<file path="config.mk">
export PLATFORM = sky130hd
export DESIGN_NAME = pipeline_hazard_controller
export DESIGN_NICKNAME = d
export VERILOG_FILES = /design/src/rtl/pipeline_hazard_controller.sv
export SDC_FILE = /design/constraint.sdc
export NUM_CORES = 1
export LEC_CHECK = 0
export CAP_MARGIN = 0
export CORE_MARGIN = 2
export CORE_UTILIZATION = 25
export CTS_CLUSTER_DIAMETER = 120
export DETAILED_ROUTE_END_ITERATION = 7
export PLACE_DENSITY = 0.61
export SLEW_MARGIN = 10
export SYNTH_ARGS = -nofsm -noshare
export SYNTH_HDL_FRONTEND = slang
export SYNTH_SLANG_ARGS = --single-unit
</file>
<file path="constraint.sdc">
create_clock -name clk -period 6.22 [get_ports clk]
set_clock_uncertainty 0.15 [all_clocks]
set_input_delay 0.933 -clock clk [delete_from_list [all_inputs] [get_ports clk]]
set_output_delay 0.933 -clock clk [all_outputs]
set_load 0.01 [all_outputs]
</file>
<file path="src/rtl/pipeline_hazard_controller.sv">
// rtl/pipeline_hazard_controller.sv - load-use/branch/memory-stall hazard control and EX operand forwarding
// Mealy enables with priority memBusy > branch > load-use; sticky timeout error after a long memory stall.
`timescale 1ns/1ps

module pipeline_hazard_controller #(
   parameter int MEM_TIMEOUT   = 64,
   parameter int COUNTER_WIDTH = 16
) (
   input  logic                     clk,
   input  logic                     reset,
   input  logic [4:0]               idRs1,
   input  logic [4:0]               idRs2,
   input  logic [4:0]               exRs1,
   input  logic [4:0]               exRs2,
   input  logic [4:0]               exRd,
   input  logic                     exIsRegisterWrite,
   input  logic                     exShouldUseMemoryData,
   input  logic                     exBranchTaken,
   input  logic [4:0]               memRd,
   input  logic                     memIsRegisterWrite,
   input  logic [4:0]               wbRd,
   input  logic                     wbIsRegisterWrite,
   input  logic                     memBusy,
   output logic                     pcWrite,
   output logic                     ifIdWrite,
   output logic                     ifIdFlush,
   output logic                     idExWrite,
   output logic                     idExBubble,
   output logic [1:0]               forwardLHS,
   output logic [1:0]               forwardRHS,
   output logic                     memTimeoutError,
   output logic [COUNTER_WIDTH-1:0] stallCycles
);

   typedef enum logic [1:0] {
      RUN      = 2'd0,
      MEM_WAIT = 2'd1,
      ERROR    = 2'd2
   } state_t;

   localparam logic [7:0] TIMEOUT_LIMIT = 8'(MEM_TIMEOUT);

   state_t                   state_q, state_d;
   logic [7:0]               wait_count_q, wait_count_d;
   logic [COUNTER_WIDTH-1:0] stall_cycles_q, stall_cycles_d;
   logic                     timeout_err_q, timeout_err_d;
   logic                     load_use;

   assign load_use = exShouldUseMemoryData & exIsRegisterWrite & (exRd != 5'd0) &
                     ((idRs1 == exRd) | (idRs2 == exRd));

   always_comb begin
      state_d      = state_q;
      wait_count_d = wait_count_q;
      timeout_err_d = timeout_err_q;
      pcWrite      = 1'b1;
      ifIdWrite    = 1'b1;
      ifIdFlush    = 1'b0;
      idExWrite    = 1'b1;
      idExBubble   = 1'b0;

      case (state_q)
         RUN, MEM_WAIT: begin
            if (memBusy) begin
               pcWrite   = 1'b0;
               ifIdWrite = 1'b0;
               idExWrite = 1'b0;
               if (wait_count_q == TIMEOUT_LIMIT) begin
                  state_d       = ERROR;
                  timeout_err_d = 1'b1;
               end else if (state_q == RUN) begin
                  state_d      = MEM_WAIT;
                  wait_count_d = 8'd1;
               end else begin
                  wait_count_d = wait_count_q + 8'd1;
               end
            end else begin
               state_d      = RUN;
               wait_count_d = 8'd0;
               if (exBranchTaken) begin
                  ifIdFlush  = 1'b1;
                  idExBubble = 1'b1;
               end else if (load_use) begin
                  // One bubble suffices: the load leaves EX on the next edge.
                  pcWrite    = 1'b0;
                  ifIdWrite  = 1'b0;
                  idExBubble = 1'b1;
               end
            end
         end
         ERROR: begin
            pcWrite   = 1'b0;
            ifIdWrite = 1'b0;
            idExWrite = 1'b0;
         end
         default: begin
            state_d = RUN;
         end
      endcase

      if (reset) begin
         pcWrite    = 1'b0;
         ifIdWrite  = 1'b0;
         idExWrite  = 1'b0;
         ifIdFlush  = 1'b1;
         idExBubble = 1'b1;
      end

      stall_cycles_d = stall_cycles_q;
      if (!pcWrite && (stall_cycles_q != {COUNTER_WIDTH{1'b1}})) begin
         stall_cycles_d = stall_cycles_q + 1'b1;
      end
   end

   always_ff @(posedge clk or posedge reset) begin
      if (reset) begin
         state_q        <= RUN;
         wait_count_q   <= 8'd0;
         stall_cycles_q <= '0;
         timeout_err_q  <= 1'b0;
      end else begin
         state_q        <= state_d;
         wait_count_q   <= wait_count_d;
         stall_cycles_q <= stall_cycles_d;
         timeout_err_q  <= timeout_err_d;
      end
   end

   // MEM result is newer than WB, so it wins when both match.
   always_comb begin
      forwardLHS = 2'b00;
      forwardRHS = 2'b00;
      if (memIsRegisterWrite && (memRd != 5'd0) && (memRd == exRs1)) begin
         forwardLHS = 2'b10;
      end else if (wbIsRegisterWrite && (wbRd != 5'd0) && (wbRd == exRs1)) begin
         forwardLHS = 2'b01;
      end
      if (memIsRegisterWrite && (memRd != 5'd0) && (memRd == exRs2)) begin
         forwardRHS = 2'b10;
      end else if (wbIsRegisterWrite && (wbRd != 5'd0) && (wbRd == exRs2)) begin
         forwardRHS = 2'b01;
      end
   end

   assign memTimeoutError = timeout_err_q;
   assign stallCycles     = stall_cycles_q;

endmodule
</file>
==> flow_metrics.py <==
metrics = {
    "critical_path": {
        "cp_max_fo": 3,
        "critical_path_arrival_ps": 3110,
        "worstPathRequired_ps": 5140,
        "crit_path_start_kind": "input port",
        "path_class": "in -> out",
        "cp-end-kind": "primary output",
    },
    "die": {
        "placementRows": 31,
        "dieArea_um2": 8100,
        "dieHeight_um": 90.0,
        "die_w_um": 90.0,
        "core_area_um2": 7210,
        "initial_core_util_pct": 25.6,
        "io_pins": 69,
    },
    "global_routing": {
        "grt_remaining_overflow": 0,
        "grt_pass1_vias": 1662,
        "grt_first_pass_wirelength_um": 7650,
        "antenna_found_initial": 0,
        "globalRouteTotalUtil_pct": 11.2,
        "grt_max_degree": 30,
    },
    "clock_network": {
        "cts_setup_buffers": 0,
        "clkSinkCount": 27,
        "ctsHoldBuffers": 0,
        "ctsLongestPathBuffers": 2,
        "clkLatencyLatePin_ps": 270,
        "root_buffer": "clkbuf_8",
        "tritoncts": "yes",
        "htreeDepth": 1,
        "clk_pin_slew_ps": 90,
        "numCtsBuffers": 3,
        "cts_resized": 0,
    },
    "layout": {
        "area_growth_pct": 45.2,
        "mostFrequentLayoutCells": "clkdlybuf4s50_1, dfrtp_1, xor2_1",
        "diodes": 0,
        "fin_util_pct": 37.2,
        "nNetsFinal": 312,
        "drive_gt1_share_pct": 8.30,
        "final_common_cell": "clkdlybuf4s50_1",
        "final_area_um2": 2690,
    },
    "run_status": {
        "status": "complete, no violations",
    },
    "routing": {
        "wl_per_cell_um": 12.3,
        "vias": 1665,
        "vias_per_cell": 4.57,
        "ant_nets": 0,
        "drtPass1Iterations": 4,
        "routed_wl_um": 4480,
        "drtIter0Drc": 76,
        "post-route-drc-count": 0,
    },
    "synthesis": {
        "avgSynthCellArea_um2": 9.48,
        "synth-main-ff-cell": "dfrtp_1",
        "yosysSeqAreaShare_pct": 36.5,
        "async_reset_ff_share_pct": 100,
        "synth_edf_count": 0,
        "syn_area_um2": 1850,
        "synth_cells": 195,
        "synth_cell_types": 44,
        "ys_seq_elements": 27,
        "yosys_warnings": 0,
        "synthesis.nets": 241,
    },
    "timing": {
        "tightest_slew_ps": 534,
        "fin_ws_ps": 2030,
        "max-slew-margin-rel_pct": 64.3,
        "layout_min_cycle_time_ps": 4190,
        "rsz0062_at_grt": "false",
        "holdWs_ps": 325,
        "setup_viol": 0,
        "drv_slew": 0,
        "finalCritPeriodShare_pct": 67.4,
        "max_freq_mhz": 238,
        "setup_tns_ps": 0,
        "final-hold-violation-count": 0,
    },
    "power": {
        "powerDensity_nw_per_um2": 125,
        "ir_drop_mv": 0.0618,
        "leakage_nw": 1.08,
    },
    "placed_design": {
        "place_hpwl_um": 3560,
        "portBuffers": 68,
        "place_ws_ps": 2010,
        "dpl_cell_area_um2": 2640,
        "gp_congestion": 0.831,
    },
    "job": {
        "cap_violations": 0,
    },
    "worst_hold_path": {
        "min_path_type": "reg -> reg",
    },
}
logic make-up after synthesis:
logic type	synth area share [%]
xor gates and xnor gates	21.3
adders and majority gates	2.03
DFF	36.5
muxes	1.42
and+or+nand+nor	27.7
buffers and inverters	2.64
AOI/OAI and AO/OA	8.39
worst paths after layout:
check / from / endpoint / slack [ps] / cells after the start
setup / recovery: memRd[1] / forwardLHS[0] / 2030 / 6
hold / removal: memTimeoutError / memTimeoutError / 320 / 1
setup reg to reg: state_q[1] / stallCycles[1] / 4110 / 6
hold reg to reg: memTimeoutError / memTimeoutError / 320 / 1
max in group asynchronous: reset / wait_count_q[4] / 4770 / 3
min in group asynchronous: reset / stallCycles[0] / 880 / 3
area by class of cell:
| type | count | area [um^2] |
|---|---|---|
| Clock buffer | 3 | 41.3 |
| Clock inverter | 1 | 5.00 |
| Fill cell | 733 | 4530 |
| Inverter | 7 | 26.3 |
| Multi-Input combinational cell | 158 | 1120 |
| Sequential cell | 27 | 676 |
| Tap cell | 99 | 124 |
| Timing Repair Buffer | 69 | 688 |
flip-flops by register name, summed over array words and instances (netlist names):
register         cells
memTimeoutError      1
stallCycles         16
state_q              2
wait_count_q         8
power breakdown:
part	switching, W	leakage (nW)	total [W]	internal (W)
logic	0.0000238	0.705	0.0000621	0.0000383
clock network	0.0000526	0.0255	0.0000973	0.0000448
registers	0	0.347	0.000175	0.000175
per-layer routing:
| metal | vias to the layer above | track usage (%) | wire (um) |
|---|---|---|---|
| met5 | - | 0 | 0 |
| met4 | 0 | 3.97 | 47 |
| met3 | 2 | 3.27 | 338 |
| met2 | 64 | 17.7 | 1960 |
| met1 | 768 | 14.7 | 2130 |
| li1 | 831 | - | - |
synth_stat cells (2+ instances only):
cell,number,area (um^2)
xor2_1,25,219
nand4_1,4,25.0
nand3_1,12,60.1
nor2_1,8,30.0
ha_1,3,37.5
dfrtp_1,27,676
o21ai_0,11,55.1
nand3_2,2,20.0
or4_1,4,30.0
o22ai_1,2,12.5
nor3b_2,2,25.0
nor3_2,2,20.0
a21o_1,2,15.0
nand2_1,21,78.8
a21oi_1,3,15.0
and4_1,2,17.5
and3_1,5,31.3
nor4_1,6,37.5
xnor2_1,20,175
nor3_1,5,25.0
inv_1,6,22.5
critical path, cell delays in order:
cell and delay, ps:
clkdlybuf4s50_1 460, or4_1 520, o21ai_0 230, nor4_1 110
nor4_1 280, clkdlybuf4s50_1 580
through the flow:
stage | cells | total power (W)
global placement | 360 | 0.000241
finish | 364 | 0.000335
CTS | 364 | 0.000339
detailed placement | 360 | 0.000242
floorplan | 195 | 0.000202
global route | 364 | 0.000351
Power figures use the tool's default switching activity.
